### src/rtl/calculate_ntlm_if.sv
// Bus between the candidate generator and the NTLM hashing core.
// start is a request accepted only while busy is low; done is a one-cycle result strobe.
interface calculate_ntlm_if;
    logic          start;
    logic [0:127]  instr;
    logic [0:3]    length;
    logic [0:511]  buff;
    logic [0:31]   a4;
    logic [0:31]   b4;
    logic [0:31]   c4;
    logic [0:31]   d4;
    logic [0:127]  hash;
    logic          busy;
    logic          done;
    logic [1:0]    state;

    modport master (
        output start, instr, length,
        input  buff, a4, b4, c4, d4, hash, busy, done, state
    );

    modport slave (
        input  start, instr, length,
        output buff, a4, b4, c4, d4, hash, busy, done, state
    );
endinterface

### src/rtl/calculate_ntlm.sv
// NTLM core: builds the UTF-16LE padded MD4 block from a password and runs
// the 48 MD4 steps one per clock, then publishes the byte-ordered digest.
module calculate_ntlm (
    input logic             clk,
    input logic             n_rst,
    calculate_ntlm_if.slave bus
);
    localparam logic [1:0] ST_IDLE  = 2'd0;
    localparam logic [1:0] ST_RUN   = 2'd1;
    localparam logic [1:0] ST_FINAL = 2'd2;

    localparam logic [31:0] IV_A = 32'h67452301;
    localparam logic [31:0] IV_B = 32'hefcdab89;
    localparam logic [31:0] IV_C = 32'h98badcfe;
    localparam logic [31:0] IV_D = 32'h10325476;

    logic [1:0]   state_r;
    logic [5:0]   step_r;
    logic [0:511] buff_r;
    logic [31:0]  a_r, b_r, c_r, d_r;
    logic [0:127] hash_r;
    logic         busy_r;
    logic         done_r;

    logic [3:0]   len_in;
    logic [0:511] nt_next;
    logic [15:0]  half;

    logic [1:0]   rnd;
    logic [3:0]   idx;
    logic [3:0]   x_idx;
    logic [4:0]   sh;
    logic [31:0]  f_val;
    logic [31:0]  k_const;
    logic [31:0]  x_word;
    logic [31:0]  sum;
    logic [31:0]  rot;

    function automatic logic [31:0] bswap(input logic [31:0] w);
        return {w[7:0], w[15:8], w[23:16], w[31:24]};
    endfunction

    assign len_in = bus.length;

    // Char c sits in word c/2: even chars in the low 16 bits, odd chars in the high 16 bits.
    always_comb begin
        nt_next = '0;
        half    = 16'h0000;
        for (int c = 0; c < 16; c++) begin
            half = 16'h0000;
            if (4'(c) < len_in)
                half = {8'h00, bus.instr[8*c +: 8]};
            else if (4'(c) == len_in)
                half = 16'h0080;
            nt_next[32*(c/2) + 16*(1 - (c % 2)) +: 16] = half;
        end
        nt_next[448 +: 32] = {24'h000000, len_in, 4'h0};
    end

    assign rnd = step_r[5:4];
    assign idx = step_r[3:0];

    // Round 2 walks message words column-wise, round 3 in bit-reversed order.
    always_comb begin
        f_val   = '0;
        k_const = '0;
        x_idx   = '0;
        sh      = '0;
        case (rnd)
            2'd0: begin
                f_val   = (b_r & c_r) | (~b_r & d_r);
                k_const = 32'h00000000;
                x_idx   = idx;
                case (idx[1:0])
                    2'd0:    sh = 5'd3;
                    2'd1:    sh = 5'd7;
                    2'd2:    sh = 5'd11;
                    default: sh = 5'd19;
                endcase
            end
            2'd1: begin
                f_val   = (b_r & c_r) | (b_r & d_r) | (c_r & d_r);
                k_const = 32'h5a827999;
                x_idx   = {idx[1:0], idx[3:2]};
                case (idx[1:0])
                    2'd0:    sh = 5'd3;
                    2'd1:    sh = 5'd5;
                    2'd2:    sh = 5'd9;
                    default: sh = 5'd13;
                endcase
            end
            default: begin
                f_val   = b_r ^ c_r ^ d_r;
                k_const = 32'h6ed9eba1;
                x_idx   = {idx[0], idx[1], idx[2], idx[3]};
                case (idx[1:0])
                    2'd0:    sh = 5'd3;
                    2'd1:    sh = 5'd9;
                    2'd2:    sh = 5'd11;
                    default: sh = 5'd15;
                endcase
            end
        endcase
    end

    assign x_word = buff_r[{x_idx, 5'b00000} +: 32];
    assign sum    = a_r + f_val + x_word + k_const;
    assign rot    = (sum << sh) | (sum >> (6'd32 - {1'b0, sh}));

    // Working registers rotate (a,b,c,d) <- (d,new,b,c); after 48 steps a is back in place.
    always_ff @(posedge clk or negedge n_rst) begin
        if (!n_rst) begin
            state_r <= ST_IDLE;
            step_r  <= '0;
            buff_r  <= '0;
            a_r     <= '0;
            b_r     <= '0;
            c_r     <= '0;
            d_r     <= '0;
            hash_r  <= '0;
            busy_r  <= 1'b0;
            done_r  <= 1'b0;
        end else begin
            done_r <= 1'b0;
            case (state_r)
                ST_IDLE: begin
                    if (bus.start) begin
                        buff_r  <= nt_next;
                        a_r     <= IV_A;
                        b_r     <= IV_B;
                        c_r     <= IV_C;
                        d_r     <= IV_D;
                        step_r  <= '0;
                        busy_r  <= 1'b1;
                        state_r <= ST_RUN;
                    end
                end
                ST_RUN: begin
                    a_r    <= d_r;
                    b_r    <= rot;
                    c_r    <= b_r;
                    d_r    <= c_r;
                    step_r <= step_r + 6'd1;
                    if (step_r == 6'd47)
                        state_r <= ST_FINAL;
                end
                ST_FINAL: begin
                    hash_r  <= {bswap(a_r + IV_A), bswap(b_r + IV_B),
                                bswap(c_r + IV_C), bswap(d_r + IV_D)};
                    done_r  <= 1'b1;
                    busy_r  <= 1'b0;
                    state_r <= ST_IDLE;
                end
                default: state_r <= ST_IDLE;
            endcase
        end
    end

    assign bus.buff  = buff_r;
    assign bus.a4    = a_r;
    assign bus.b4    = b_r;
    assign bus.c4    = c_r;
    assign bus.d4    = d_r;
    assign bus.hash  = hash_r;
    assign bus.busy  = busy_r;
    assign bus.done  = done_r;
    assign bus.state = state_r;
endmodule

### src/flat_wrapper.sv
// flat-port wrapper written by rule: the top's interface ports become plain ports
module calculate_ntlm_flat 
  (clk, n_rst, bus_start, bus_instr, bus_length, bus_buff, bus_a4, bus_b4, bus_c4, bus_d4, bus_hash, bus_busy, bus_done, bus_state);
  calculate_ntlm_if bus_i ();
  input logic clk;
  input logic n_rst;
  input wire logic [$bits(bus_i.start)-1:0] bus_start;
  input wire logic [$bits(bus_i.instr)-1:0] bus_instr;
  input wire logic [$bits(bus_i.length)-1:0] bus_length;
  output wire logic [$bits(bus_i.buff)-1:0] bus_buff;
  output wire logic [$bits(bus_i.a4)-1:0] bus_a4;
  output wire logic [$bits(bus_i.b4)-1:0] bus_b4;
  output wire logic [$bits(bus_i.c4)-1:0] bus_c4;
  output wire logic [$bits(bus_i.d4)-1:0] bus_d4;
  output wire logic [$bits(bus_i.hash)-1:0] bus_hash;
  output wire logic [$bits(bus_i.busy)-1:0] bus_busy;
  output wire logic [$bits(bus_i.done)-1:0] bus_done;
  output wire logic [$bits(bus_i.state)-1:0] bus_state;
  assign bus_i.start = bus_start;
  assign bus_i.instr = bus_instr;
  assign bus_i.length = bus_length;
  assign bus_buff = bus_i.buff;
  assign bus_a4 = bus_i.a4;
  assign bus_b4 = bus_i.b4;
  assign bus_c4 = bus_i.c4;
  assign bus_d4 = bus_i.d4;
  assign bus_hash = bus_i.hash;
  assign bus_busy = bus_i.busy;
  assign bus_done = bus_i.done;
  assign bus_state = bus_i.state;
  calculate_ntlm u_core (.clk(clk), .n_rst(n_rst), .bus(bus_i));
endmodule
### config.mk
export PLATFORM = sky130hd
export DESIGN_NAME = calculate_ntlm_flat
export DESIGN_NICKNAME = d
export VERILOG_FILES = /design/src/rtl/calculate_ntlm_if.sv /design/src/rtl/calculate_ntlm.sv /design/src/flat_wrapper.sv
export SDC_FILE = /design/constraint.sdc
export NUM_CORES = 1
export LEC_CHECK = 0
export ABC_AREA = 1
export CAP_MARGIN = 20
export CORE_AREA = 2 2 356 358
export DETAILED_ROUTE_END_ITERATION = 16
export DIE_AREA = 0 0 358 360
export PLACE_DENSITY_LB_ADDON = 0.12
export SLEW_MARGIN = 20
export SYNTH_ARGS = -nofsm -noshare
export SYNTH_HDL_FRONTEND = slang
export SYNTH_SLANG_ARGS = --single-unit
### constraint.sdc
create_clock -name clk -period 9.55 [get_ports clk]
set_input_delay 1.91 -clock clk [delete_from_list [all_inputs] [get_ports clk]]
set_output_delay 1.91 -clock clk [all_outputs]
set_load 0.05 [all_outputs]
==> impl_metrics.yaml <==
global_routing:
  overflow: 0
  grt_usage_pct: 21.6
  antenna_found_initial: 5
  grt_pass1_vias: 26801
  grt_max_degree: 129
  grt_pass1_wl_um: 202000
placed_design:
  globalplace.congestion: 0.911
  dpl_cell_area_sq_mm: 0.0342
  dp.cells: 5975
  io_buffers: 511
  hpwl_um: 113000
detailed_routing:
  firstDrtPassIters: 7
  vias: 27600
  drt-total-wl_um: 144000
  routedWlPerCell_um: 23.7
  ant_nets: 0
  detail_route.vias_per_cell: 4.54
  drc: 0
  drt_iter0_drc: 1982
clocking:
  clk_pin_slew_ns: 0.07
  cts_tree: "built"
  cts_resized: 0
  clk_latency_ns: 0.68
  cts_buffers: 53
  cts-root-buf: "clkbuf_16"
  cts_setup_buffers: 0
  cts_buffer_depth: 3
  cts_hold_buf: 0
  ctsHtreeMaxLevel: 2
  clock_sinks: 391
setup_path:
  critPathLaunchType: "flop"
  cp.required_ns: 10.12
  r2r_slack_ns: 3.21
  critPathKind: "reg2reg"
  cp_num_buf_inv: 5
  arrival_ns: 6.92
  end_kind: "flop"
  worstPathMaxFanout: 16
  cp_top_family: "simple AND/OR/NAND/NOR gates"
  max_stage_delay_ns: 0.50
  timing.critical_path.mode_cell: "nand3_1"
  cp_slowest_cell: "ha_1"
floorplanning:
  coreArea_sq_mm: 0.125
  pin_count: 907
  die-area_sq_mm: 0.129
  die_y_um: 360
  start_util_pct: 23.0
  die_w_um: 358
  rows: 130
power:
  leakage_nw: 17.8
  p_per_area_mw_per_mm2: 116
  ir_worst_vdd_mv: 0.126
timing:
  drv_slew: 0
  setup_tns_ns: 0
  slew_headroom_pct: 28.5
  max_freq_ghz: 0.158
  skew_ns: 0.0397
  rsz0062_at_grt: "no"
  min_period_ns: 6.34
  post-route-period-util_pct: 66.4
  hold_viol_final: 0
  tightest_slew_ns: 1.07
  setup_viol: 0
synth:
  synth_top_area_share_pct: 34.1
  synth_seq_area_share_pct: 34.1
  syn_inst: 3916
  ys_warn_count: 0
  synth_area_leaders: "dfrtp_1 (34%), nand2_1 (12%), buf_4 (10%)"
  yosys.cell_types.count: 61
  async_reset_ff_share_pct: 100
  synth-edff-count: 0
  synth_top_area_cell: "dfrtp_1"
  syn_avg_cell_area_sq_um: 7.33
  synth_ff_type: "dfrtp_1"
  ys_seq_elements: 391
  syn_area_sq_mm: 0.0287
cells_and_area:
  design_area_sq_mm: 0.0359
  nNetsFinal: 4645
  layout.cells.non_filler: 6073
  drive_gt1_share_pct: 4.50
  synthToLayoutAreaGrowth_pct: 25.3
outcome:
  status: "complete, no violations"
job:
  drv_cap: 0
min_path:
  hold_path.class: "reg2reg"
-- registers in the layout, summed over array words and instances, names as in the netlist --
signal	flops
u_core.bus.busy	1
u_core.bus.buff	125
u_core.bus.a4	32
u_core.bus.hash	128
u_core.bus.d4	32
u_core.step_r	6
u_core.bus.done	1
u_core.bus.c4	32
u_core.bus.b4	32
u_core.bus.state	2
-- metrics by stage --
| stage | power, mW | util [%] | hold slack, ns | setup slack [ns] |
|---|---|---|---|---|
| global placement | 2.13 | 27.4 | 0.456 | 3.11 |
| detailed placement | 2.13 | 27.4 | 0.462 | 3.08 |
| CTS | 4.21 | 28.8 | 0.479 | 3.07 |
| finish | 4.15 | 28.8 | 0.473 | 3.21 |
| global route | 4.29 | 28.8 | 0.498 | 2.65 |
| floorplan | 2.15 | - | 0.511 | 5.09 |
-- synthesized netlist by cell type (29+ instances only) --
library cell,instances
nand2_1,890
inv_1,468
buf_4,393
dfrtp_1,391
nand3_1,348
nor2_1,275
o21ai_0,238
a21oi_1,173
clkbuf_1,103
o22ai_1,76
fa_1,72
ha_1,58
a31oi_1,48
a22oi_1,45
xor2_1,45
o21ai_1,30
nand4_1,29
-- worst reg2reg max path, delay by kind of cell (launching register included) --
family | cells | cell delay (ns)
and+or+nand+nor | 13 | 2.32
adders and majority gates | 3 | 1.35
AOI/OAI and AO/OA | 4 | 1.26
buffers and inverters | 5 | 0.88
DFF | 1 | 0.43
-- path summary, 6_finish.rpt --
| check | startpoint | end | depth (start not counted) |
|---|---|---|---|
| setup / recovery | u_core.step_r[5]$_DFFE_PN0P_ | u_core.bus.b4[20]$_DFFE_PN0P_ | 25 |
| hold / removal | u_core.bus.busy$_DFFE_PN0P_ | u_core.bus.busy$_DFFE_PN0P_ | 2 |
| setup reg to reg | u_core.step_r[5]$_DFFE_PN0P_ | u_core.bus.b4[20]$_DFFE_PN0P_ | 25 |
| hold reg to reg | u_core.bus.busy$_DFFE_PN0P_ | u_core.bus.busy$_DFFE_PN0P_ | 2 |
| max in group asynchronous | n_rst | u_core.bus.buff[126]$_DFFE_PN0P_ | 3 |
| min in group asynchronous | n_rst | u_core.bus.hash[16]$_DFFE_PN0P_ | 1 |
-- cell type report --
type | instances | area (sq um)
repair buffers | 551 | 5450
diodes | 1 | 2.50
clock buffers | 80 | 1510
multi-input cells | 2888 | 15000
flip-flops and latches | 391 | 9780
clock inverters | 17 | 219
inverters | 495 | 1870
fillers | 13904 | 89000
well taps | 1650 | 2060
-- metal layers --
layer	GRT usage (%)	vias up	wire length, um
met5	0	-	0
met3	4.01	136	9280
met4	5.05	0	3380
met2	36.2	1022	68700
li1	-	12936	-
met1	28.6	13506	62300
-- power breakdown --
part / switching (mW) / internal [mW]
combinational: 0.396 / 0.0498
sequential: 0 / 1.66
clock: 0.875 / 1.17
total: 1.27 / 2.88
-- cells by family after synthesis --
logic type | share of synthesized area (%)
fa+ha+maj | 7.55
buf+inv | 18.7
flops | 34.1
compound gates | 14.4
other cells | 0.0131
simple gates | 23.7
xor+xnor | 1.50
-- cell usage in the layout (no fill, tap or decap), types with 8 or more instances in the layout --
cell | netlist | layout
nand4_1 | 29 | 29
conb_1 | 1 | 387
ha_1 | 58 | 58
o21ai_1 | 30 | 29
clkinv_2 | 0 | 10
a32o_1 | 8 | 8
buf_4 | 393 | 38
fa_1 | 72 | 72
dfrtp_1 | 391 | 391
a31oi_1 | 48 | 48
nor4_1 | 9 | 9
clkbuf_1 | 103 | 19
inv_2 | 17 | 16
xor2_1 | 45 | 45
a22oi_1 | 45 | 45
clkdlybuf4s50_1 | 0 | 510
clkbuf_16 | 0 | 53
a22o_1 | 19 | 19
nand3_1 | 348 | 347
o211ai_1 | 17 | 17
or2_2 | 11 | 11
o21ai_0 | 238 | 237
o22ai_1 | 76 | 76
nand2_1 | 890 | 889
clkbuf_8 | 0 | 8
nand2_2 | 16 | 17
nor3_1 | 13 | 13
inv_1 | 468 | 467
a21oi_1 | 173 | 173
nor2_1 | 275 | 272
o221ai_1 | 12 | 12
Note: power is estimated with default switching activity, not from simulation.
